`config.mk`:
```
export PLATFORM = sky130hd
export DESIGN_NAME = tone_serializer
export DESIGN_NICKNAME = d
export VERILOG_FILES = /design/src/rtl/audio_pkg.sv /design/src/rtl/tone_gen.sv /design/src/rtl/tone_serializer.sv
export SDC_FILE = /design/constraint.sdc
export NUM_CORES = 1
export LEC_CHECK = 0
export ABC_CLOCK_PERIOD_IN_PS = 4600
export BUFFER_PORTS_ARGS = -buffer_cell sky130_fd_sc_hd__buf_2
export CAP_MARGIN = 10
export CORE_MARGIN = 2
export CORE_UTILIZATION = 35
export CTS_CLUSTER_DIAMETER = 120
export DETAILED_ROUTE_END_ITERATION = 8
export SYNTH_ARGS = -nofsm -noshare
export SYNTH_HDL_FRONTEND = slang
export SYNTH_SLANG_ARGS = --single-unit
```
`constraint.sdc`:
```
create_clock -name clk -period 4.6 [get_ports clk]
set_input_delay 0.46 -clock clk [delete_from_list [all_inputs] [get_ports clk]]
set_output_delay 0.46 -clock clk [all_outputs]
set_load 0.01 [all_outputs]
```
`src/rtl/audio_pkg.sv`:
```
// -----------------------------------------------------------------------------
// audio_pkg
// Shared constants and types for the I2S tone serializer.
//   - Frame timing: 512 clk per stereo frame, split into 32 slots of 16 clk.
//   - Pin taps into the 9-bit frame counter for MCLK, SCK and LRCK.
//   - Sample types and the volume-code to amplitude mapping.
// No ports (package).
// -----------------------------------------------------------------------------
package audio_pkg;

    // Frame counter geometry
    localparam int CNT_W     = 9;
    localparam int FRAME_LEN = 512;
    localparam int SLOT_W    = 16;
    localparam int SLOT_BITS = 4;          // log2(SLOT_W)

    // Counter value on which the next {left,right} pair is loaded, one clk
    // before slot 1 begins.
    localparam logic [CNT_W-1:0] LATCH_POINT = CNT_W'(15);
    localparam logic [CNT_W-1:0] FRAME_LAST  = CNT_W'(FRAME_LEN - 1);

    // Output pin taps into the frame counter
    localparam int MCLK_BIT = 1;
    localparam int SCK_BIT  = 3;
    localparam int LRCK_BIT = 8;

    // Sample formatting
    localparam int SAMPLE_W = 16;
    localparam int PAIR_W   = 2 * SAMPLE_W;
    localparam logic [SAMPLE_W-1:0] BASE_AMP = 16'h0080;

    typedef logic [SAMPLE_W-1:0] sample_t;

    typedef struct packed {
        sample_t left;
        sample_t right;
    } sample_pair_t;

    // Volume code 0 is silence; codes 1..7 give BASE_AMP shifted up by the code.
    function automatic sample_t amp_from_vol(input logic [2:0] vol);
        sample_t amp;
        amp = '0;
        if (vol != 3'd0) begin
            amp = BASE_AMP << vol;
        end
        return amp;
    endfunction

endpackage

```
`src/rtl/tone_gen.sv`:
```
// -----------------------------------------------------------------------------
// tone_gen
// One square-wave tone channel. A half-period counter toggles a phase bit
// every i_div clk cycles; the sample is +amp on phase 1 and -amp (two's
// complement) on phase 0. A zero divider silences the channel, and any change
// of divider restarts the waveform from phase 0.
//
// Ports
//   clk       in   system clock, rising edge
//   reset     in   asynchronous active-low reset
//   i_div     in   half-period in clk cycles, 0 = silence
//   i_amp     in   current amplitude (already volume/mute adjusted)
//   o_sample  out  signed 16-bit sample for this channel
// -----------------------------------------------------------------------------
module tone_gen
    import audio_pkg::*;
#(
    parameter int DIV_W = 22
) (
    input  logic             clk,
    input  logic             reset,
    input  logic [DIV_W-1:0] i_div,
    input  sample_t          i_amp,
    output sample_t          o_sample
);

    logic [DIV_W-1:0] r_div_q;     // divider seen on the previous clk
    logic [DIV_W-1:0] r_count;
    logic             r_phase;

    logic             w_div_zero;
    logic             w_div_changed;
    logic             w_period_end;

    assign w_div_zero    = (i_div == '0);
    assign w_div_changed = (i_div != r_div_q);
    // Only meaningful when i_div is nonzero; the zero case is handled first.
    assign w_period_end  = (r_count >= i_div - DIV_W'(1));

    // NOTE: sequential state uses non-blocking assignments so every flop here
    // updates from pre-edge values, independent of statement order.
    always_ff @(posedge clk or negedge reset) begin
        if (!reset) begin
            r_div_q <= '0;
            r_count <= '0;
            r_phase <= 1'b0;
        end else begin
            r_div_q <= i_div;
            if (w_div_zero || w_div_changed) begin
                r_count <= '0;
                r_phase <= 1'b0;
            end else if (w_period_end) begin
                r_count <= '0;
                r_phase <= ~r_phase;
            end else begin
                r_count <= r_count + DIV_W'(1);
            end
        end
    end

    // Silence follows the registered divider so the sample path is driven
    // only by flops and the amplitude.
    // NOTE: o_sample gets a default before the branch so no latch is inferred.
    always_comb begin
        o_sample = '0;
        if (r_div_q != '0) begin
            o_sample = r_phase ? i_amp : (~i_amp + SAMPLE_W'(1));
        end
    end

endmodule

```
`src/rtl/tone_serializer.sv`:
```
// -----------------------------------------------------------------------------
// tone_serializer
// Two tone generators feeding a 32-slot I2S-style serializer for a stereo DAC.
// A free-running 9-bit counter defines the frame: MCLK = cnt[1], SCK = cnt[3],
// LRCK = cnt[8]. Slots 1..16 carry the left sample MSB first, slots 17..31 the
// right sample bits 15..1, and slot 0 of the following frame the right LSB.
// SDIN changes only as SCK falls (cnt[3:0] wrapping 15 -> 0).
//
// Build option
//   TONE_MUTE_FADE_EN  when defined, the effective volume walks one code per
//                      FADE_STEP_FRAMES frames toward its target (0 while
//                      muted); otherwise mute/volume apply at the next latch.
//
// Ports
//   clk         in   100 MHz system clock, rising edge
//   reset       in   asynchronous active-low reset
//   div_l       in   left half-period in clk cycles, 0 = silence
//   div_r       in   right half-period in clk cycles, 0 = silence
//   volume      in   amplitude code 0..7
//   mute        in   forces amplitude to zero
//   audio_mclk  out  DAC master clock (clk/4)
//   audio_lrck  out  DAC word select (clk/512)
//   audio_sck   out  DAC bit clock (clk/16)
//   audio_sdin  out  DAC serial data
// -----------------------------------------------------------------------------
module tone_serializer
    import audio_pkg::*;
#(
    parameter int DIV_W            = 22,
    parameter int FADE_STEP_FRAMES = 256
) (
    input  logic             clk,
    input  logic             reset,
    input  logic [DIV_W-1:0] div_l,
    input  logic [DIV_W-1:0] div_r,
    input  logic [2:0]       volume,
    input  logic             mute,
    output logic             audio_mclk,
    output logic             audio_lrck,
    output logic             audio_sck,
    output logic             audio_sdin
);

    if (FADE_STEP_FRAMES < 1) begin : g_bad_fade_step
        $error("FADE_STEP_FRAMES must be at least 1");
    end

    logic [CNT_W-1:0]  r_cnt;
    logic [PAIR_W-1:0] r_shift;
    logic              r_sdin;
    logic [2:0]        r_eff_vol;

    sample_t           w_amp;
    sample_t           w_left;
    sample_t           w_right;
    sample_pair_t      w_pair;
    logic [PAIR_W-1:0] w_pair_bits;
    logic              w_slot_end;
    logic              w_latch;

    // ------------------------------------------------------------------
    // Tone channels
    // ------------------------------------------------------------------
    assign w_amp = amp_from_vol(r_eff_vol);

    tone_gen #(
        .DIV_W (DIV_W)
    ) u_left (
        .clk      (clk),
        .reset    (reset),
        .i_div    (div_l),
        .i_amp    (w_amp),
        .o_sample (w_left)
    );

    tone_gen #(
        .DIV_W (DIV_W)
    ) u_right (
        .clk      (clk),
        .reset    (reset),
        .i_div    (div_r),
        .i_amp    (w_amp),
        .o_sample (w_right)
    );

    assign w_pair      = '{left: w_left, right: w_right};
    assign w_pair_bits = w_pair;

    // ------------------------------------------------------------------
    // Effective volume
    // ------------------------------------------------------------------
`ifdef TONE_MUTE_FADE_EN
    localparam int FADE_CNT_W = (FADE_STEP_FRAMES > 1) ? $clog2(FADE_STEP_FRAMES) : 1;
    localparam logic [FADE_CNT_W-1:0] FADE_LAST = FADE_CNT_W'(FADE_STEP_FRAMES - 1);

    logic [FADE_CNT_W-1:0] r_fade_cnt;
    logic [2:0]            w_target_vol;
    logic                  w_frame_end;

    assign w_target_vol = mute ? 3'd0 : volume;
    assign w_frame_end  = (r_cnt == FRAME_LAST);

    // One volume code per FADE_STEP_FRAMES frames, always toward the target,
    // so a mute ramps down and an unmute ramps back up.
    always_ff @(posedge clk or negedge reset) begin
        if (!reset) begin
            r_fade_cnt <= '0;
            r_eff_vol  <= 3'd0;
        end else if (w_frame_end) begin
            if (r_fade_cnt == FADE_LAST) begin
                r_fade_cnt <= '0;
                if (r_eff_vol < w_target_vol) begin
                    r_eff_vol <= r_eff_vol + 3'd1;
                end else if (r_eff_vol > w_target_vol) begin
                    r_eff_vol <= r_eff_vol - 3'd1;
                end
            end else begin
                r_fade_cnt <= r_fade_cnt + FADE_CNT_W'(1);
            end
        end
    end
`else
    // Sampled every clk; the serializer only looks at it on the latch clk, so
    // a change takes effect at the next sample latch.
    always_ff @(posedge clk or negedge reset) begin
        if (!reset) begin
            r_eff_vol <= 3'd0;
        end else begin
            r_eff_vol <= mute ? 3'd0 : volume;
        end
    end
`endif

    // ------------------------------------------------------------------
    // Frame counter and serializer
    // ------------------------------------------------------------------
    assign w_slot_end = (r_cnt[SLOT_BITS-1:0] == '1);
    assign w_latch    = (r_cnt == LATCH_POINT);

    // On the latch clk the new pair's MSB goes straight to SDIN for slot 1
    // and the remaining 31 bits park in the shift register. Each later slot
    // boundary shifts one bit out; the 32nd shift (entering slot 0 of the
    // next frame) delivers the right LSB.
    // NOTE: the shift register is ordinary flops, so it is reset along with
    // the counter; that also drops any half-sent frame on a mid-frame reset.
    always_ff @(posedge clk or negedge reset) begin
        if (!reset) begin
            r_cnt   <= '0;
            r_shift <= '0;
            r_sdin  <= 1'b0;
        end else begin
            r_cnt <= r_cnt + CNT_W'(1);
            if (w_latch) begin
                r_sdin  <= w_pair_bits[PAIR_W-1];
                r_shift <= {w_pair_bits[PAIR_W-2:0], 1'b0};
            end else if (w_slot_end) begin
                r_sdin  <= r_shift[PAIR_W-1];
                r_shift <= {r_shift[PAIR_W-2:0], 1'b0};
            end
        end
    end

    assign audio_mclk = r_cnt[MCLK_BIT];
    assign audio_sck  = r_cnt[SCK_BIT];
    assign audio_lrck = r_cnt[LRCK_BIT];
    assign audio_sdin = r_sdin;

endmodule
```
==> summary.txt <==
Status
  – Result of the run: complete, no violations

Synthesis
  – Synthesized cell area: 7201 µm²
  – Number of storage elements in the synthesis netlist: 126
  – Fraction of registers with async set or reset after synthesis: 100.0%
  – Post-synthesis cell type count: 46
  – Mean cell area of the mapped netlist: 9.588 µm²
  – Post-synth EDFFs: 0
  – Most instantiated flip-flop cell in the synthesis netlist: sky130_fd_sc_hd__dfrtp_1
  – Yosys synthesis warning count: 0
  – Sequential share of the synthesized area: 43.79%
  – Post-synthesis instance total: 751
  – Synthesized net count: 851

Power and ir drop
  – Total power: 2691 µW
  – Worst VDD drop: 266.9 µV
  – Total leakage power: 0.003444 µW
  – Fraction of power spent switching nets: 24.92%
  – Switching power of the nets: 670.7 µW
  – Internal power component: 2020 µW
  – Flop pwr share: 43.3%
  – Share of power burned in the clock network: 48.7%
  – Part of the power in combinational logic: 7.9%
  – Total power per unit cell area: 323.5 nW/µm²

Timing
  – Setup repair after global routing missed its margin: false
  – Final setup vio count: 0
  – Hold slack: 102.9 ps
  – Max Clk Rate: 299.6 MHz
  – Worst-case headroom to the max-slew limit: 46.17%
  – Total Negative Setup Slacks: 0 ps
  – Shortest clock period the worst path allows after layout: 3338 ps
  – Final critical-path share of the clock period: 72.57%
  – Measured slew at the worst slew-check pin: 800.8 ps
  – Worst clock skew: 9.581 ps
  – Worst path setup slack after routing: 1262 ps
  – Slew Viols, Final: 0
  – Hold violation total from the final report: 0

Worst setup path
  – Startpoint type of the worst setup path: input port
  – Crit Path Max Fanout: 22
  – Kind of critical path: in -> reg
  – Critical path arrival: 3690 ps
  – Category of the worst setup path capture point: flip-flop
  – Worst path required time: 4950 ps

Layout
  – Area occupied by registers: 3153 µm²
  – Number of fill cells: 1,995
  – Share of layout cells above drive strength 1: 11.83%
  – Leading cell type in the layout, fill and taps excluded: sky130_fd_sc_hd__dfrtp_1
  – Final net count: 907
  – Commonest cells after routing, fill and taps aside: sky130_fd_sc_hd__dfrtp_1, sky130_fd_sc_hd__nor2_1, sky130_fd_sc_hd__xnor2_1
  – Area growth, synth to finish: 15.53%
  – Final Core Density: 41.11%
  – Footprint of the multi-input gates: 3892 µm²
  – Number of antenna diodes: 0

CTS
  – Resized cells post-CTS: 0
  – H-tree level count: 4
  – Clock buffer count from CTS: 17
  – Post-CTS repair timing setup buffer count: 0
  – Hold_buf cts: 0
  – Clock insertion delay at the later pin of the skew report: 430 ps
  – Total clock sinks: 126
  – Clock tree from TritonCTS: yes
  – Clock transition at the registers of the reported paths: 60 ps
  – Number of buffers between clock root and the deepest sink: 2
  – Root buffer cell: sky130_fd_sc_hd__clkbuf_16

Global route
  – Maximum number of pins on one net before global-route repair: 62
  – Overflow left after global routing: 0
  – Via count of the first global-routing pass: 5,152
  – Tot GR Track Use: 14.98%
  – First-pass GRT wire length: 25,880 µm
  – Initial antenna violation count: 0

Hold path
  – Class of the tightest hold or removal check: in -> async

Die
  – Starting density of the core: 35.59%
  – Area of the placeable core: 20,230 µm²
  – Num rows: 52
  – Die height: 147.4 µm
  – Die Wd: 147.4 µm
  – Count of boundary I/O pins: 54
  – Total die area: 21,740 µm²

Flow run
  – Total of max-cap violations: 0

Routing
  – Detailed-route wire length: 15,190 µm
  – Vias post-DR: 5,359
  – DRT antenna net count: 0
  – Router iterations before antenna repair: 5
  – DRC marker count from the first detailed-route iteration: 267
  – WL per Instance: 13.94 µm
  – Via count normalized by instance count: 4.917
  – Post-route DRC violation count: 0

Placed design
  – Worst setup slack after placement: 795.9 ps
  – Port Buf Inserts: 53
  – Final HPWL DP: 11,080 µm
  – Gp weighted congestion: 0.8628
==> worst max-delay path, stage by stage <==
cell and delay, ps:
sky130_fd_sc_hd__buf_2 130, sky130_fd_sc_hd__inv_1 80, sky130_fd_sc_hd__ha_1 190, sky130_fd_sc_hd__nor4b_2 240
sky130_fd_sc_hd__nand4_1 210, sky130_fd_sc_hd__or2_2 350, sky130_fd_sc_hd__or4_1 420, sky130_fd_sc_hd__xor2_1 170
sky130_fd_sc_hd__ha_1 310, sky130_fd_sc_hd__a21oi_1 140, sky130_fd_sc_hd__nand2_1 70, sky130_fd_sc_hd__a21oi_1 150
sky130_fd_sc_hd__o41ai_1 130, sky130_fd_sc_hd__or3_4 510, sky130_fd_sc_hd__nor2_1 140
==> cell usage after synthesis (4+ instances only) <==
cell type / n / share of area (%)
sky130_fd_sc_hd__or4_1: 6 / 0.63
sky130_fd_sc_hd__nand3_1: 34 / 2.4
sky130_fd_sc_hd__a221oi_1: 4 / 0.49
sky130_fd_sc_hd__clkbuf_1: 14 / 0.73
sky130_fd_sc_hd__or3_1: 6 / 0.52
sky130_fd_sc_hd__and3_1: 8 / 0.70
sky130_fd_sc_hd__dfrtp_1: 126 / 44
sky130_fd_sc_hd__and4_1: 5 / 0.61
sky130_fd_sc_hd__ha_1: 50 / 8.7
sky130_fd_sc_hd__nand2b_1: 4 / 0.35
sky130_fd_sc_hd__nor4_1: 21 / 1.8
sky130_fd_sc_hd__nor3_1: 28 / 1.9
sky130_fd_sc_hd__nor2b_1: 7 / 0.61
sky130_fd_sc_hd__xor2_1: 44 / 5.4
sky130_fd_sc_hd__nand4_1: 28 / 2.4
sky130_fd_sc_hd__xnor2_1: 89 / 11
sky130_fd_sc_hd__nor2_1: 92 / 4.8
sky130_fd_sc_hd__nand2_1: 71 / 3.7
sky130_fd_sc_hd__o21ai_0: 25 / 1.7
sky130_fd_sc_hd__a21oi_1: 33 / 2.3
sky130_fd_sc_hd__inv_1: 14 / 0.73
==> per-stage QoR <==
step,area [µm²],instances
6_report,8319,1090
5_1_grt,8319,1090
4_1_cts,8319,1090
3_5_place_dp,7741,1058
3_3_place_gp,7741,1058
2_1_floorplan,7201,751
==> flip-flops by register name (all words and copies together), names as in the netlist <==
name	flops
u_right.r_phase	1
r_cnt	9
audio_sdin	1
u_left.r_phase	1
u_right.r_count	22
r_shift	23
u_right.r_div_q	22
u_left.r_div_q	22
u_left.r_count	22
r_eff_vol	3
==> kinds of logic after synthesis <==
group	synth area share, %
adders and majority gates	8.688
and+or+nand+nor	22.57
xor gates and xnor gates	16.18
AOI/OAI and AO/OA	6.620
buffers and inverters	2.155
DFF	43.79
==> area by class of cell <==
cell class | count | area share, %
well taps | 270 | 4.061
clock inverters | 11 | 1.293
flip-flops and latches | 126 | 37.90
multi-input cells | 590 | 46.79
repair buffers | 58 | 3.670
inverters | 14 | 0.6317
clock buffers | 21 | 5.655
==> path summary, 6_finish.rpt <==
path / cells past startpoint / end / start / slack (ps)
worst max-delay path: 15 / u_left.r_count[5]$_DFF_PN0_ / div_l[0] / 1260
worst min-delay path: 1 / u_right.r_div_q[17]$_DFF_PN0_ / reset / 100
worst max register to register: 7 / u_left.r_count[5]$_DFF_PN0_ / u_left.r_count[3]$_DFF_PN0_ / 2140
worst min register to register: 1 / r_cnt[0]$_DFF_PN0_ / r_cnt[0]$_DFF_PN0_ / 450
max in group asynchronous: 2 / u_left.r_count[4]$_DFF_PN0_ / reset / 3530
min in group clk: 1 / u_left.r_div_q[20]$_DFF_PN0_ / div_l[20] / 200
==> routing by layer <==
layer	track usage [%]	up-vias	routed length, µm
li1	-	2761	-
met2	23.01	74	6823
met3	3.704	14	535
met1	21.13	2510	7679
met5	0	-	0
met4	4.183	0	156
==> power groups by stage <==
| stage | Combinational, µW | Sequential (µW) | Clock, µW |
|---|---|---|---|
| global placement | 214 | 1190 | 0 |
| finish | 214 | 1170 | 1310 |
| CTS | 218 | 1170 | 1340 |
| global route | 243 | 1170 | 1390 |
| floorplan | 119 | 1180 | 0 |
| detailed placement | 217 | 1190 | 0 |
(Power assumes the default switching activity.)
